**src/rtl/auth_access_controller.sv**
```systemverilog
// Grant/deny sequencer behind the authentication comparator: failed-attempt counting and timed lockout.
// Optional FAIL_COUNT_EN adds a saturating FAIL_TOTAL counter of all failed attempts.
module auth_access_controller #(
  parameter int unsigned MAX_ATTEMPTS = 3,
  parameter int unsigned GRANT_CYCLES = 100,
  parameter int unsigned LOCK_CYCLES  = 1000
) (
  input  logic       CLK,
  input  logic       RST_N,
  input  logic       CODE_VALID,
  input  logic       AUT1,
  input  logic       AUT2,
  input  logic       AUT3,
  output logic       GRANT,
  output logic [1:0] LEVEL,
  output logic       DENY,
  output logic       LOCKED,
  output logic [3:0] ATTEMPTS_LEFT
`ifdef FAIL_COUNT_EN
  ,
  output logic [7:0] FAIL_TOTAL
`endif
);

  localparam int unsigned MaxCycles = (GRANT_CYCLES > LOCK_CYCLES) ? GRANT_CYCLES : LOCK_CYCLES;
  localparam int unsigned TimerW    = $clog2(MaxCycles + 1);

  localparam logic [TimerW-1:0] GrantLoad   = TimerW'(GRANT_CYCLES - 1);
  localparam logic [TimerW-1:0] LockLoad    = TimerW'(LOCK_CYCLES - 1);
  localparam logic [3:0]        AttemptsMax = 4'(MAX_ATTEMPTS);

  typedef enum logic [1:0] {StIdle, StGranted, StDenied, StLockout} state_e;

  state_e            state_q, state_d;
  logic [TimerW-1:0] timer_q, timer_d;
  logic [3:0]        attempts_q, attempts_d;
  logic [1:0]        level_q, level_d;
  logic              grant_q, grant_d;
  logic              deny_q, deny_d;
  logic              locked_q, locked_d;
  logic              any_aut;
  logic [1:0]        aut_level;
  logic              attempt_fail;

  assign any_aut      = AUT1 | AUT2 | AUT3;
  assign attempt_fail = (state_q == StIdle) && CODE_VALID && !any_aut;

  always_comb begin
    aut_level = 2'd1;
    if (AUT3) begin
      aut_level = 2'd3;
    end else if (AUT2) begin
      aut_level = 2'd2;
    end
  end

  // State register; the output flops sit here too so every output is a flop.
  always_ff @(posedge CLK) begin
    if (!RST_N) begin
      state_q    <= StIdle;
      timer_q    <= '0;
      attempts_q <= AttemptsMax;
      level_q    <= 2'd0;
      grant_q    <= 1'b0;
      deny_q     <= 1'b0;
      locked_q   <= 1'b0;
    end else begin
      state_q    <= state_d;
      timer_q    <= timer_d;
      attempts_q <= attempts_d;
      level_q    <= level_d;
      grant_q    <= grant_d;
      deny_q     <= deny_d;
      locked_q   <= locked_d;
    end
  end

  always_comb begin
    state_d    = state_q;
    timer_d    = timer_q;
    attempts_d = attempts_q;
    level_d    = level_q;
    unique case (state_q)
      StIdle: begin
        if (CODE_VALID) begin
          if (any_aut) begin
            state_d    = StGranted;
            level_d    = aut_level;
            attempts_d = AttemptsMax;
            timer_d    = GrantLoad;
          end else begin
            state_d = StDenied;
            if (attempts_q != 4'd0) begin
              attempts_d = attempts_q - 4'd1;
            end
          end
        end
      end
      StGranted: begin
        if (timer_q == '0) begin
          state_d = StIdle;
          level_d = 2'd0;
        end else begin
          timer_d = timer_q - 1'b1;
        end
      end
      StDenied: begin
        if (attempts_q == 4'd0) begin
          state_d = StLockout;
          timer_d = LockLoad;
        end else begin
          state_d = StIdle;
        end
      end
      StLockout: begin
        if (timer_q == '0) begin
          state_d    = StIdle;
          attempts_d = AttemptsMax;
        end else begin
          timer_d = timer_q - 1'b1;
        end
      end
      default: state_d = StIdle;
    endcase
  end

  // Outputs are precomputed from the next state and registered alongside it.
  always_comb begin
    grant_d  = (state_d == StGranted);
    deny_d   = (state_d == StDenied);
    locked_d = (state_d == StLockout);
  end

  assign GRANT         = grant_q;
  assign LEVEL         = level_q;
  assign DENY          = deny_q;
  assign LOCKED        = locked_q;
  assign ATTEMPTS_LEFT = attempts_q;

`ifdef FAIL_COUNT_EN
  logic [7:0] fail_total_q, fail_total_d;

  always_comb begin
    fail_total_d = fail_total_q;
    if (attempt_fail && (fail_total_q != 8'hFF)) begin
      fail_total_d = fail_total_q + 8'd1;
    end
  end

  always_ff @(posedge CLK) begin
    if (!RST_N) begin
      fail_total_q <= 8'd0;
    end else begin
      fail_total_q <= fail_total_d;
    end
  end

  assign FAIL_TOTAL = fail_total_q;
`else
  // No failure history is kept; attempt_fail only feeds the optional counter.
  logic unused_attempt_fail;
  assign unused_attempt_fail = attempt_fail;
`endif

endmodule

```
**config.mk**
```make
export PLATFORM = sky130hd
export DESIGN_NAME = auth_access_controller
export DESIGN_NICKNAME = d
export VERILOG_FILES = /design/src/rtl/auth_access_controller.sv
export SDC_FILE = /design/constraint.sdc
export NUM_CORES = 1
export LEC_CHECK = 0
export ABC_AREA = 1
export CELL_PAD_IN_SITES_DETAIL_PLACEMENT = 0
export CELL_PAD_IN_SITES_GLOBAL_PLACEMENT = 1
export CORE_MARGIN = 3
export CORE_UTILIZATION = 40
export CTS_BUF_LIST = sky130_fd_sc_hd__clkbuf_2 sky130_fd_sc_hd__clkbuf_4 sky130_fd_sc_hd__clkbuf_8
export DETAILED_ROUTE_END_ITERATION = 10
export GPL_ROUTABILITY_DRIVEN = 0
export HOLD_SLACK_MARGIN = 0.06
export PLACE_DENSITY = 0.9
export SLEW_MARGIN = 15
export SYNTH_ARGS = -nofsm -noshare
export SYNTH_HDL_FRONTEND = slang
export SYNTH_SLANG_ARGS = --single-unit
```
**constraint.sdc**
```tcl
create_clock -name CLK -period 1.6 [get_ports CLK]
set_input_delay 0.48 -clock CLK [delete_from_list [all_inputs] [get_ports CLK]]
set_output_delay 0.48 -clock CLK [all_outputs]
set_load 0.01 [all_outputs]
```
==> results by group, run 1 <==
Outcome
  • Status: finished clean

STA
  • Max Freq: 654 MHz
  • Final hold viol count: 0
  • Final Critical Period: 1530 ps
  • Tcrit/Tclk final: 95.5%
  • Slew Viols, Final: 0
  • Slew at the pin closest to its max-slew limit: 282 ps
  • Sum Neg Setup Slack: 0 ps
  • Worst slew margin: 81.2%
  • Clock skew: 4.22 ps
  • Final-report setup violation count: 0

Die
  • DIE AREA: 3700 um^2
  • CORE AREA: approximately 2800 um^2
  • Vert. Die Dim: 60.9 um
  • Starting Density: 42.9%
  • Placement Rows: 19
  • Top Ports: 15
  • Die W: 60.9 um

Setup path
  • Worst-path fanout max: 8
  • Reg2Reg Setup Slack: 160 ps
  • FF-to-FF path depth: 9
  • CP endpoint kind: flip-flop
  • Worst Path Required: 1810 ps
  • Reg2reg start: timer_q[1]
  • Critical Path AT: 1730 ps
  • Setup CP Type: primary input to flip-flop
  • RR Endpoint: timer_q[2]
  • Worst setup SP type: primary input

CTS
  • Htree depth: 1
  • Clock buffer depth: 2
  • Total CTS buffers: 3
  • Root buffer cell: clkbuf_4
  • Worst-path clk slew: about 120 ps
  • Hold Buf Count CTS: 0
  • CTS sink count: 21
  • Clock Latency Late Sink: 300 ps
  • CTS tree: done

Hold path
  • Min-delay worst type: flip-flop to flip-flop
  • WHS Path Cells: 2
  • WHS Endpoint: LEVEL[0]
  • HP Start: LEVEL[0]

Finish
  • Nets: 217
  • Filler cell count: 286
  • Commonest non-fill, non-tap cells in the layout: nand2_1 (34), nor2_1 (26), dfxtp_1 (20), nand3_1 (17), buf_4 (15)
  • Commonest non-fill, non-tap cell in the layout: nand2_1
  • Share of cells above drive strength 1: a little under a quarter
  • Antenna cells: 0
  • Area grow syn2layout: 25.9%

Routing
  • Number of remaining DRC errors: 0
  • Final ANT Viol Nets: 0
  • Drt initial violations: 44
  • Final Routed Wirelength: 2800 um
  • Routed vias/inst: ~5.1
  • WL/cell: about 12 um
  • Initial DRT Pass Iterations: 4
  • Via count: 1216

Synthesis
  • Cell count after synthesis: 176
  • Cell Area, Synth: ~1200 um^2
  • Synth unique cells: 28
  • Synth warnings: 0
  • Sequential share of the synthesized area: 34.9%
  • Synthesized area per cell: around 6.8 um^2
  • Yosys reg bits: 21
  • Net Count, Synth: roughly 190

Global routing
  • Initial antenna violation count: 0
  • Pin count of the biggest net entering global routing: 12
  • Number of global-route vias before repair: 1117
  • First-pass GRT wire length: 4780 um
  • GR Util All Layers: 17.3%
  • GR Overflow Total: 0

Placed design
  • PortBufs: 14
  • Detailed Place HPWL: 2240 um

Flow run
  • Max_cap viols: 0

Power
  • Leak pwr: 0.716 nW
  • VDD IR max: 0.454 mV
  • Total power: 1.44 mW
  • Pwr Density: roughly 950 nW/um^2
-- report_power, final --
| group | total (mW) | internal, mW | switching [mW] |
|---|---|---|---|
| clock network | 0.276 | 0.114 | 0.162 |
| registers | 0.628 | 0.575 | 0.0534 |
| logic | 0.534 | 0.219 | 0.315 |
-- stage by stage --
step	cells	setup slack (ps)	util [%]	area [um^2]	hold slack, ps
detailed placement	233	-306	52.5	1470	457
global route	238	-26.2	54.0	1520	498
global placement	233	-264	52.5	1470	449
finish	238	72.1	54.0	1520	465
floorplan	176	201	-	1200	468
CTS	237	28.0	53.2	1490	472
-- cell families after synthesis --
| group | count (synthesis) | synth area share, % |
|---|---|---|
| flip-flops | 21 | 34.9 |
| AO/OA/AOI/OAI | 26 | 12.7 |
| XOR/XNOR | 4 | 2.91 |
| AND/OR/NAND/NOR | 101 | 39.2 |
| adder cells (fa/ha/maj) | 3 | 3.12 |
| buffers and inverters | 21 | 7.17 |
-- final cells by class --
| cell class | instances | area, um^2 | area share (%) |
|---|---|---|---|
| timing repair buffer | 29 | 244 | 16.1 |
| tap | 31 | 38.8 | 2.56 |
| sequential | 21 | 422 | 27.8 |
| multi-input combinational | 134 | 709 | 46.8 |
| clock buffer | 4 | 30.0 | 1.98 |
| inverter | 19 | 71.3 | 4.71 |
-- how the worst max path moves through the flow --
stage / start / endpoint / cells past startpoint
floorplan: timer_q[0] / timer_q[2] / 9
global placement: AUT2 / timer_q[2] / 9
detailed placement: AUT2 / timer_q[2] / 9
CTS: AUT2 / timer_q[2] / 9
global route: AUT2 / timer_q[4] / 8
finish: AUT2 / GRANT / 8
-- critical path, cell delays in order --
cell	delay, ps
clkdlybuf4s50_1	420
nor2_1	130
nand2_2	100
a21oi_4	170
nor2_1	70
nand2_2	160
nor2_2	50
and3_1	140
-- cell usage after synthesis (all sizes together) --
master,n,area (um^2)
buf,1,11.3
inv,19,71.3
nor3b,1,7.51
o21bai,1,7.51
a21oi,14,81.3
nand3,18,95.1
a211oi,1,7.51
nand2,44,195
ha,3,37.5
o211ai,1,7.51
dfxtp,21,420
nor3,1,10.0
and3,1,6.26
o21ai,9,48.8
xnor2,1,8.76
nand4,2,12.5
clkbuf,1,3.75
nor2,34,145
xor2,3,26.3
-- per-layer routing --
layer	part of all wire (%)	global-route usage [%]	wire, um
met3	3.1	2.55	86
met4	1.5	6.50	42
met1	46	22.7	1290
met5	0	0	0
met2	49	28.7	1380
-- sequential cells by signal, indices dropped and copies added, names as in the netlist --
signal / count
LEVEL: 2
timer_q: 10
state_q: 2
ATTEMPTS_LEFT: 4
LOCKED: 1
GRANT: 1
DENY: 1
-- timing repair --
item | in CTS | in global routing
pin swaps | 0 | 3
gates resized for setup | 10 | 7
endpoints found under the setup margin | 9 | 14
buffers inserted | 0 | 1
Power figures use the tool's default switching activity.
==> inputs of run 2 (changes only) <==
--- a/config.mk
+++ b/config.mk
@@ -8,7 +8,7 @@
 export ABC_AREA = 1
 export CELL_PAD_IN_SITES_DETAIL_PLACEMENT = 0
 export CELL_PAD_IN_SITES_GLOBAL_PLACEMENT = 1
-export CORE_MARGIN = 3
+export CORE_MARGIN = 5
 export CORE_UTILIZATION = 40
 export CTS_BUF_LIST = sky130_fd_sc_hd__clkbuf_2 sky130_fd_sc_hd__clkbuf_4 sky130_fd_sc_hd__clkbuf_8
 export DETAILED_ROUTE_END_ITERATION = 10
==> run 2 against run 1 <==
  * Via count up 0.90%
  * Largest power group unchanged
  * Fmax up 0.34%
  * Sequential power is essentially flat
  * Worst setup slack improved by 5.2 ps
  * Combinational power rose by 0.9%
  * Largest cell class unchanged
==> results by group, run 2 (synthesis gave the netlist of run 1 again) <==
Die
  • Placement Rows: 20 (+1)
  • Die W: 64.9 um (+6.6%)
  • Starting Density: 40.4% (-2.5 points)
  • Vert. Die Dim: 64.9 um (+6.6%)
  • Top Ports: 15 (unchanged)
  • CORE AREA: 2980 um^2 (+6.2%)
  • DIE AREA: 4210 um^2 (+14%)

CTS
  • Setup Buffers After CTS: 0 (unchanged)
  • Clock buffer depth: 2 (unchanged)
  • CTS sink count: 21 (unchanged)
  • Total CTS buffers: 3 (unchanged)
  • Htree depth: 1 (unchanged)
  • Clock Latency Late Sink: 300 ps (about the same)
  • Worst-path clk slew: 120 ps (about the same)
  • Root buffer cell: clkbuf_4
  • CTS tree: done
  • Hold Buf Count CTS: 0 (unchanged)

STA
  • Slew Viols, Final: 0 (unchanged)
  • RSZ-0062 raised after global routing: yes
  • Max Freq: 657 MHz (+0.34%)
  • Final-report setup violation count: 0 (unchanged)
  • Worst slew margin: 84.0% (+2.8 points)
  • Sum Neg Setup Slack: 0 ps (unchanged)
  • Slew at the pin closest to its max-slew limit: 240 ps (-42.2 ps)
  • Final hold slack: 476 ps (+11.3 ps)
  • Tcrit/Tclk final: 95.2% (-0.32 points)
  • Clock skew: 1.67 ps (-2.55 ps)
  • Final hold viol count: 0 (unchanged)
  • Final Critical Period: 1520 ps (-5.18 ps)
  • Final WS setup: 77.3 ps (+5.18 ps)

Routing
  • Via count: 1227 (+0.90%)
  • Routed vias/inst: 5.07 (-0.76%)
  • Drt initial violations: 37 (-16%)
  • Final ANT Viol Nets: 0 (unchanged)
  • Final Routed Wirelength: 2840 um (+1.1%)
  • Initial DRT Pass Iterations: 5 (+1)
  • WL/cell: 11.7 um (-0.53%)
  • Number of remaining DRC errors: 0 (unchanged)

Global routing
  • First-pass GRT wire length: 4860 um (+1.7%)
  • Initial antenna violation count: 0 (unchanged)
  • GR Overflow Total: 0 (unchanged)
  • Pin count of the biggest net entering global routing: 13 (+1)
  • Number of global-route vias before repair: 1187 (+6.3%)
  • GR Util All Layers: 14.5% (-2.9 points)

Hold path
  • Min-delay worst type: flip-flop to flip-flop

Placed design
  • PortBufs: 14 (unchanged)
  • Pre-CTS setup slack: -314 ps (-7.25 ps)
  • Detailed Place HPWL: 2330 um (+3.7%)
  • Placement Cell Area: 1500 um^2 (+1.7%)

Setup path
  • CP Capture Point: timer_q[9]
  • Worst setup SP type: primary input
  • Worst setup path startpoint: CODE_VALID
  • RR Endpoint: GRANT
  • CP max stage delay: 560 ps (+140 ps)
  • Reg2reg start: ATTEMPTS_LEFT[0]
  • Reg2Reg Setup Slack: 140 ps (-20 ps)
  • Slowest cell on crit path: clkdlybuf4s50_1
  • Worst-path fanout max: 10 (+2)
  • FF-to-FF path depth: 9 (unchanged)
  • CP endpoint kind: flip-flop
  • Critical Path AT: 1730 ps (about the same)
  • CP cell instances: clkdlybuf4s50_1, nand2_1, nor2_2, nor2_2, nand2_4, nand2_2, nor2_1, nor2_1
  • Setup CP Type: primary input to flip-flop
  • Worst Path Required: 1810 ps (about the same)

Power
  • Pwr Density: 931 nW/um^2 (-1.9%)
  • VDD IR max: 0.448 mV (-1.3%)
  • Leak pwr: 0.717 nW (+0.17%)
  • Total power: 1.42 mW (-0.97%)

Finish
  • Area of the multi-input gates: 712 um^2 (+0.35%)
  • Commonest non-fill, non-tap cell in the layout: nand2_1
  • Share of cells above drive strength 1: 23.4% (+0.74 points)
  • Post-layout instance area: 1530 um^2 (+0.99%)
  • Filler cell count: 294 (+2.8%)
  • Storage cell area: 422 um^2 (unchanged)
  • Commonest non-fill, non-tap cells in the layout: nand2_1 (34), nor2_1 (25), dfxtp_1 (20), nand3_1 (17), buf_4 (17)
  • Nets: 219 (+0.92%)
  • Most flops, register: timer_q
  • Number of flip-flops in the largest register: 10 (unchanged)
  • Area grow syn2layout: 27.1%
  • Antenna cells: 0 (unchanged)

Flow run
  • Max_cap viols: 0 (unchanged)

Outcome
  • Status: finished clean
## run 2: cell types whose count changed in the layout (fill, tap and decap cells not counted), sizes merged
cell	delta
buf	+2
clkbuf	-1
clkdlybuf4s50	+1
clkinv	+1
dlymetal6s2s	-1
## run 2: cell type report
class / count / area share [%]
clock buffers: 3 / 1.47
clock inverters: 1 / 0.327
inverters: 19 / 4.66
multi-input cells: 134 / 46.5
flip-flops and latches: 21 / 27.6
well taps: 33 / 2.70
repair buffers: 31 / 16.8
## run 2: stage by stage
stage               cells  utilization (%)
floorplan             176                -
global placement      238             50.3
detailed placement    238             50.3
CTS                   242             50.9
global route          242             51.4
finish                242             51.4
## run 2: worst min path at each step
stage               slack (ps)  cells past startpoint         end  startpoint
CTS                        470                      2    LEVEL[1]    LEVEL[1]
global placement           450                      2    LEVEL[0]    LEVEL[0]
detailed placement         460                      2    LEVEL[1]    LEVEL[1]
finish                     480                      2    LEVEL[1]    LEVEL[1]
global route               510                      2    LEVEL[1]    LEVEL[1]
floorplan                  470                      2  timer_q[7]  timer_q[7]
## run 2: critical path: cells and delay by family
kind | cells | cell delay [ps]
and+or+nand+nor | 7 | 680
buffers and inverters | 1 | 560
## run 2: power by group
part           total (mW)  internal, mW  switching, mW
Clock               0.257        0.0932          0.164
Combinational       0.539         0.226          0.313
Sequential          0.628         0.575         0.0529
## run 2: metal layers
layer  track usage, %  routed length (um)  vias up
li1                 -                   -      635
met2             25.5                1390       26
met3             2.60                  79       10
met5                0                   0        -
met1             16.9                1280      556
met4             6.33                  84        0
## run 2: what timing repair did
action | in CTS | in global routing
pin swaps | 0 | 2
endpoints found under the setup margin | 9 | 14
resized for setup | 10 | 6
